[src/rtl/key_ctrl_pkg.sv]
// Shared types, constants and helpers for the key state controller.
package key_ctrl_pkg;

  localparam int DEFAULT_TIMEOUT = 2**20;

  typedef struct packed {
    logic [7:0] key;
    logic       press;
  } key_event_t;

  // Bits needed to count 0 .. cycles-1.
  function automatic int cnt_width(input int cycles);
    return (cycles <= 2) ? 1 : $clog2(cycles);
  endfunction

endpackage

[src/rtl/key_timer.sv]
// Per-key auto-release counter; expire is asserted on the edge where the
// count would reach TIMEOUT_CYCLES-1 while the key is held.
module key_timer
  import key_ctrl_pkg::*;
#(
  parameter int TIMEOUT_CYCLES = DEFAULT_TIMEOUT
) (
  input  logic clk,
  input  logic rst,
  input  logic load,
  input  logic run,
  output logic expire
);

  localparam int CW = cnt_width(TIMEOUT_CYCLES);

  logic [CW-1:0] cnt;

  always_ff @(posedge clk or posedge rst) begin
    if (rst) begin
      cnt <= '0;
    end else if (load) begin
      cnt <= '0;
    end else if (run) begin
      cnt <= cnt + CW'(1);
    end
  end

  assign expire = run && (cnt == CW'(TIMEOUT_CYCLES - 2));

endmodule

[src/rtl/key_state_ctrl.sv]
// Tracks held/latched key state from UART key events, with edge pulses.
// Optional per-key auto-release is enabled by defining KEY_TIMEOUT_EN.
module key_state_ctrl
  import key_ctrl_pkg::*;
#(
  parameter int                  NUM_KEYS       = 8,
  parameter int                  KEY_W          = $clog2(NUM_KEYS),
  parameter logic [NUM_KEYS-1:0] TOGGLE_MASK    = '0,
  parameter int                  TIMEOUT_CYCLES = DEFAULT_TIMEOUT
) (
  input  logic                clk,
  input  logic                rst,
  input  logic                ready,
  input  logic [KEY_W-1:0]    key_val,
  input  logic                press,
  input  logic                clear,
  output logic [NUM_KEYS-1:0] controls_out,
  output logic [NUM_KEYS-1:0] press_pulse,
  output logic [NUM_KEYS-1:0] release_pulse,
  output logic                bad_key,
  output logic                to_pulse
);

  if (TIMEOUT_CYCLES < 2 || NUM_KEYS < 2 || NUM_KEYS > 256) begin : g_param_check
    $error("key_state_ctrl: parameter out of range");
  end

  logic                ready_q;
  key_event_t          ev;
  logic                accept;
  logic                key_ok;
  logic                take;
  logic [NUM_KEYS-1:0] hit;
  logic [NUM_KEYS-1:0] expire;
  logic [NUM_KEYS-1:0] next;
  logic                timeout_any;

  assign ev     = '{key: 8'(key_val), press: press};
  assign accept = ready && !ready_q;
  assign key_ok = 32'(key_val) < NUM_KEYS;
  assign take   = accept && key_ok && !clear;

  always_comb begin
    hit         = '0;
    next        = controls_out;
    timeout_any = 1'b0;
    for (int i = 0; i < NUM_KEYS; i++) begin
      hit[i] = take && (ev.key == 8'(i));
      if (expire[i]) begin
        next[i] = 1'b0;
        // A press landing on the expiry edge wins and suppresses the timeout.
        if (!(hit[i] && ev.press)) timeout_any = 1'b1;
      end
      if (hit[i]) begin
        if (TOGGLE_MASK[i]) begin
          if (ev.press) next[i] = ~controls_out[i];
        end else begin
          next[i] = ev.press;
        end
      end
    end
    if (clear) begin
      next        = '0;
      timeout_any = 1'b0;
    end
  end

  always_ff @(posedge clk or posedge rst) begin
    if (rst) begin
      ready_q       <= 1'b1;
      controls_out  <= '0;
      press_pulse   <= '0;
      release_pulse <= '0;
      bad_key       <= 1'b0;
    end else begin
      ready_q       <= ready;
      controls_out  <= next;
      press_pulse   <= next & ~controls_out;
      release_pulse <= controls_out & ~next;
      bad_key       <= accept && !key_ok && !clear;
    end
  end

`ifdef KEY_TIMEOUT_EN
  for (genvar g = 0; g < NUM_KEYS; g++) begin : g_key
    if (!TOGGLE_MASK[g]) begin : g_mom
      key_timer #(
        .TIMEOUT_CYCLES(TIMEOUT_CYCLES)
      ) u_timer (
        .clk   (clk),
        .rst   (rst),
        .load  (hit[g] && ev.press),
        .run   (controls_out[g]),
        .expire(expire[g])
      );
    end else begin : g_tog
      assign expire[g] = 1'b0;
    end
  end

  always_ff @(posedge clk or posedge rst) begin
    if (rst) to_pulse <= 1'b0;
    else     to_pulse <= timeout_any;
  end
`else
  assign expire   = '0;
  assign to_pulse = 1'b0;
`endif

endmodule

[config.mk]
export PLATFORM = sky130hd
export DESIGN_NAME = key_state_ctrl
export DESIGN_NICKNAME = d
export VERILOG_FILES = /design/src/rtl/key_ctrl_pkg.sv /design/src/rtl/key_timer.sv /design/src/rtl/key_state_ctrl.sv
export SDC_FILE = /design/constraint.sdc
export NUM_CORES = 1
export LEC_CHECK = 0
export BUFFER_PORTS_ARGS = -buffer_cell sky130_fd_sc_hd__buf_2
export CAP_MARGIN = 10
export CORE_MARGIN = 1.5
export CORE_UTILIZATION = 40
export DETAILED_ROUTE_END_ITERATION = 6
export HOLD_SLACK_MARGIN = 0.05
export PLACE_DENSITY = 0.65
export SYNTH_ARGS = -nofsm -noshare
export SYNTH_HDL_FRONTEND = slang
export SYNTH_SLANG_ARGS = --single-unit
export TNS_END_PERCENT = 20
[constraint.sdc]
create_clock -name clk -period 4.4 [get_ports clk]
set_input_delay 0.66 -clock clk [delete_from_list [all_inputs] [get_ports clk]]
set_output_delay 0.66 -clock clk [all_outputs]
set_load 0.01 [all_outputs]
==> flow_summary.toml, run 1 <==
[critical_path]
cp.required_ps = 4600
worstPathArrival_ps = 1860
worst-setup-path-type = "in2reg"
endpoint_kind = "flip-flop"
reg2reg_setup_slack_ps = 2870
path_max_fanout = 20
timing.critical_path.from_type = "input pin"
critical_path.reg2reg.endpoint = "controls_out[2]$_DFF_PP0_"
critical_path.startpoint = "clear"
reg2regPathDepth = 3
regToRegStartpoint = "ready_q$_DFF_PP1_"

[pwr]
register_share_of_total_power_pct = 64.6
p_comb_share_pct = 7.8
clockPowerShare_pct = 27.6
power_switching_share_pct = 23.9
peakVddDrop_v = 0.000139
powerDensity_nw_per_um2 = 294
internal_power_uw = 274
p_leak_uw = 0.000603
switchingPower_uw = 86.1

[sta]
worst-slew-pin-transition_ps = 953
setup_repair_after_global_routing_missed_its_margin = "false"
timing.final.crit_period_ps = 1660
timing.final.hold_violations = 0
fin_skew_ps = 9.87
setup-tns-final_ps = 0
timing_limited_maximum_frequency_mhz = 602
max-slew-margin-rel_pct = 36.4
slew_viol_final = 0
period_share_pct = 37.8
setup_viol = 0

[clocking]
cts_resized = 0
clock_tree_from_tritoncts = "built"
cts_made_buffers = 3
htree_num_levels = 1
cts.repair_timing.setup_buffer_count = 0
clk-insertion-delay-late_ps = 310
ctsHoldBuffers = 0
cts_root_buf = "clkbuf_4"
max-clock-path-buffers = 2
clock-sinks = 25
post_cts_clock_slew_at_the_launch_and_capture_registers_of_the_worst_setup_and_hold_paths_ps = 130

[global_route]
wire_length_of_the_first_global_routing_pass_mm = 3.28
grt_overflow_total = 0
number_of_global_route_vias_before_repair = 711
largest_net_degree_at_the_start_of_global_routing = 26
global_route.usage.total_pct = 15.8
antenna_violations_before_repair = 0

[logic_synthesis]
synth-edff-count = 0
post_synth_inst_count = 97
synth_cell_type_count = 23
synth-async-reset-ratio_pct = 100
part_of_the_yosys_area_used_for_sequential_elements_pct = 59.9
syn_area_per_cell_um2 = 10.8
ys_seq_elements = 25
synth.cell_area_um2 = 1050
dominantRegCellSynth = "dfrtp_1"
ys_warn_count = 0

[final_layout]
area_of_all_placed_cells_without_fillers_um2 = 1220
post_synthesis_to_final_layout_area_growth_pct = 17.0
final_layout_size_suffix_gt1_share_pct = 32.3
final_net_count = 133
antenna_cells_inserted = 0

[detailed_routing]
ant_nets = 0
post_drt_via_cell_ratio = 5.27
drt-total-wl_mm = 2.07
drc = 0
vias = 811
drt_iter0_markers = 10
wire_per_inst_um = 13.4
first_pass_iters = 2

[job]
maxCapViolations = 0

[hold_path]
hp-class = "in2reg"
whs_path_depth = 1
hp-start = "ready"
worstHoldEndpoint = "ready_q$_DFF_PP1_"

[die]
fp.dieArea_um2 = 2930
fp.dieW_um = 54.2
starting_density_of_the_core_pct = 42.3
core_area_um2 = 2480
num_rows = 18
design.portCount = 34
floorplan.die.height_um = 54.2

[placement]
routabilityCongestion = 0.723
port-buffer-count = 31
postPlaceCellArea_um2 = 1200
dpl.hpwl_mm = 1.53

[run_status]
outcome = "complete, no violations"
## Yosys cell counts, types with 2 or more instances
cell type / instances / area [um^2]
o21a_1: 8 / 60.1
nor2b_1: 2 / 12.5
buf_4: 2 / 15.0
nor3_2: 2 / 20.0
nor3_1: 14 / 70.1
o21ai_0: 8 / 40.0
nand4_1: 2 / 12.5
buf_2: 3 / 15.0
dfrtp_1: 24 / 601
a21oi_1: 8 / 40.0
clkbuf_1: 4 / 15.0
nand2_1: 3 / 11.3
nand2b_1: 2 / 12.5
nand3_1: 6 / 30.0
## power groups by stage
stage / clock, uW / combinational, uW / sequential (uW)
3_5_place_dp: 0 / 28.1 / 237
5_1_grt: 113 / 31.7 / 233
4_1_cts: 104 / 28.2 / 233
6_report: 99.4 / 28.0 / 233
3_3_place_gp: 0 / 27.3 / 237
2_1_floorplan: 0 / 19.4 / 238
## worst max path at each step
stage	to	slack [ps]
final	controls_out[2]$_DFF_PP0_	2740
after global routing	release_pulse[1]$_DFF_PP0_	2650
after CTS	controls_out[2]$_DFF_PP0_	2770
after detailed placement	controls_out[2]$_DFF_PP0_	2420
after global placement	controls_out[2]$_DFF_PP0_	2480
after floorplan	controls_out[2]$_DFF_PP0_	2740
## critical path, cell delays in order
cell and delay [ps]:
buf_2 210, or4b_1 670, o21ai_0 230, a21oi_1 90
## state kept, by name (all words and copies together) (netlist names)
name,cells
ready_q,1
controls_out,8
press_pulse,8
release_pulse,8
## cells by family after synthesis
family	count (synthesis)	share of synthesized area, %
compound gates	24	13.4
buf+inv	10	4.66
flops	25	59.9
other cells	1	0.358
simple gates	37	21.7
## placed cells by master (no fill, tap or decap)
cell | netlist | routed
nor4b_2 | 1 | 1
dfrtp_1 | 24 | 24
and4bb_2 | 1 | 1
nand4bb_1 | 1 | 1
buf_2 | 3 | 31
or4b_1 | 1 | 1
clkbuf_1 | 4 | 1
o21ai_0 | 8 | 8
o21a_1 | 8 | 8
or2_2 | 1 | 1
nor2b_1 | 2 | 2
nand3_1 | 6 | 6
inv_1 | 1 | 1
nor3_2 | 2 | 2
nand2_1 | 3 | 3
clkbuf_4 | 0 | 3
conb_1 | 1 | 2
nor3_1 | 14 | 14
a21oi_1 | 8 | 8
nand2b_1 | 2 | 2
dfstp_2 | 1 | 1
nor2_1 | 1 | 1
nand4_1 | 2 | 2
## final cells by class
class	instances	area, um^2
repair buffers	31	155
multi-input cells	63	375
flip-flops and latches	25	627
fillers	258	1250
clock buffers	4	26.3
inverters	1	3.75
well taps	30	37.5
## through the flow
step | instances | setup slack, ps | hold slack (ps) | util [%] | power [uW]
after CTS | 154 | 2770 | 458 | 49.4 | 365
after detailed placement | 150 | 2420 | 481 | 48.4 | 265
after floorplan | 98 | 2740 | 511 | - | 257
after global placement | 150 | 2480 | 474 | 48.4 | 264
final | 154 | 2740 | 465 | 49.4 | 360
after global routing | 154 | 2650 | 449 | 49.4 | 378
## per-layer routing
layer | global-route usage, % | wire length, um | up-vias
met2 | 25.5 | 1010 | 22
met3 | 2.50 | 108 | 2
met5 | 0 | 0 | -
met4 | 6.25 | 13 | 0
li1 | - | - | 399
met1 | 21.2 | 938 | 388
(Power assumes the default switching activity.)
==> run 2, diff against run 1 <==
- PLACE_DENSITY: 0.65 -> 0.68
- clock period: 4.4 -> 1.35 ns (I/O delays scaled with it)
==> flow_summary.toml, run 2 (synthesis results as in run 1) <==
[clocking]
cts.repair_timing.setup_buffer_count = 0
cts_root_buf = "clkbuf_4"
cts_made_buffers = 3
clock-sinks = 25
clock_tree_from_tritoncts = "built"
htree_num_levels = 1
clk-insertion-delay-late_ps = 310
max-clock-path-buffers = 2
post_cts_clock_slew_at_the_launch_and_capture_registers_of_the_worst_setup_and_hold_paths_ps = 130

[final_layout]
layout_common_cells = "buf_2 (31), dfrtp_1 (24), nor3_1 (12)"
reg_top3 = "controls_out (8), press_pulse (8), release_pulse (8)"
most_common_library_cell_in_the_layout_ignoring_fill_and_taps = "buf_2"
post_synthesis_to_final_layout_area_growth_pct = 26.5
post_layout_nonfiller_instances = 163
fillCellCount = 232
final_net_count = 142
final_layout_size_suffix_gt1_share_pct = 39.1
antenna_cells_inserted = 0

[placement]
place_ws_ps = -119
routabilityCongestion = 0.751
dpl.hpwl_mm = 1.52
placedCellCount = 158
port-buffer-count = 31

[critical_path]
reg2regPathDepth = 3
max_stage_delay_ps = 590
worst-setup-path-type = "reg2reg"
cp.required_ps = 1560
slowest_stage = "or4b_4"
timing.critical_path.from_type = "flip-flop"
path_cells = "or4b_4, o21ai_0, a21oi_1"
worstPathArrival_ps = 1570
endpoint_kind = "flip-flop"
path_max_fanout = 8

[sta]
slew_viol_final = 0
fin_skew_ps = 2.93
setup_viol = 1
period_share_pct = 100
timing.final.crit_period_ps = 1360
timing.final.hold_violations = 0
setup-tns-final_ps = -5.34
setup_repair_after_global_routing_missed_its_margin = "true"
timing.final.ws_setup_ps = -5.34
timing_limited_maximum_frequency_mhz = 738

[global_route]
wire_length_of_the_first_global_routing_pass_mm = 3.35
globalRoute.busiestLayer = "met2"
use_met1_pct = 19.9
fraction_of_met3_tracks_used_by_global_routing_pct = 1.67
grt_overflow_total = 0
largest_net_degree_at_the_start_of_global_routing = 26
global_route.usage.total_pct = 16.2
gr-usage-met2_pct = 26.9
antenna_violations_before_repair = 0
number_of_global_route_vias_before_repair = 786

[job]
maxCapViolations = 0

[detailed_routing]
first_pass_iters = 4
drt-total-wl_mm = 2.12
ant_nets = 0
post_drt_via_cell_ratio = 5.20
vias = 848
drc = 0
wire_per_inst_um = 13.0
drt_iter0_markers = 15

[pwr]
peakVddDrop_v = 0.000489
powerDensity_nw_per_um2 = 907
p_leak_uw = 0.000663

[die]
num_rows = 18
design.portCount = 34
core_area_um2 = 2480
fp.dieW_um = 54.2
fp.dieArea_um2 = 2930
starting_density_of_the_core_pct = 42.3
floorplan.die.height_um = 54.2

[hold_path]
hp-class = "in2reg"
whs_path_depth = 2

[run_status]
outcome = "complete, but fails checks"
violations = "negative setup slack"
-- run 2: changes by cell type in the layout (fill, tap and decap cells not counted), moves of 2 or more --
cell | previous run | this run
nor3_1 | 14 | 12
o21ai_0 | 8 | 6
buf_4 | 0 | 8
o21ai_1 | 0 | 2
-- run 2: metrics by stage --
step                hold slack [ps]  area, um^2  power, uW  util (%)
floorplan                       207        1050        838         -
global placement                259        1260        879      50.8
detailed placement              266        1260        880      50.8
CTS                            98.6        1300       1210      52.5
global route                   96.3        1330       1250      53.5
finish                          110        1330       1200      53.5
-- run 2: worst paths after layout --
path | startpoint | to | slack (ps)
min in group asynchronous | rst | release_pulse[2]$_DFF_PP0_ | 460
min reg2reg | controls_out[6]$_DFF_PP0_ | press_pulse[6]$_DFF_PP0_ | 490
max in group asynchronous | rst | ready_q$_DFF_PP1_ | 600
max reg2reg | ready_q$_DFF_PP1_ | controls_out[0]$_DFF_PP0_ | -5
max | ready_q$_DFF_PP1_ | controls_out[0]$_DFF_PP0_ | -5
min | ready | ready_q$_DFF_PP1_ | 110
-- run 2: where the power goes --
| part | internal, uW | leakage (uW) | total [uW] | switching (uW) |
|---|---|---|---|---|
| Sequential | 755 | 0.000345 | 758 | 2.95 |
| Combinational | 40.5 | 0.000300 | 116 | 75.8 |
| Clock | 111 | 0.0000177 | 327 | 216 |
| Total | 907 | 0.000663 | 1200 | 295 |
-- run 2: repair_timing --
item / in CTS / in global routing
pin swaps: 0 / 3
hold endpoints to repair: 24 / 0
hold buffers: 1 / 0
endpoints found under the setup margin: 8 / 10
resized for setup: 2 / 5
-- run 2: layout make-up --
type / instances / area (um^2) / area share [%]
clock buffer: 3 / 22.5 / 1.70
inverter: 1 / 3.75 / 0.283
multi-input combinational: 63 / 404 / 30.5
clock inverter: 1 / 5.00 / 0.378
timing repair buffer: 40 / 225 / 17.0
sequential: 25 / 627 / 47.3
tap: 30 / 37.5 / 2.83
-- run 2: critical path: cells and delay by family, from the launching register on --
kind / cells / cell delay (ps)
compound gates: 2 / 270
flops: 1 / 390
simple gates: 1 / 590
-- run 2: per-layer routing --
metal / up-vias / routed length [um]
met5: - / 0
met4: 0 / 27
met3: 2 / 112
met2: 28 / 1090
met1: 405 / 891
li1: 413 / -
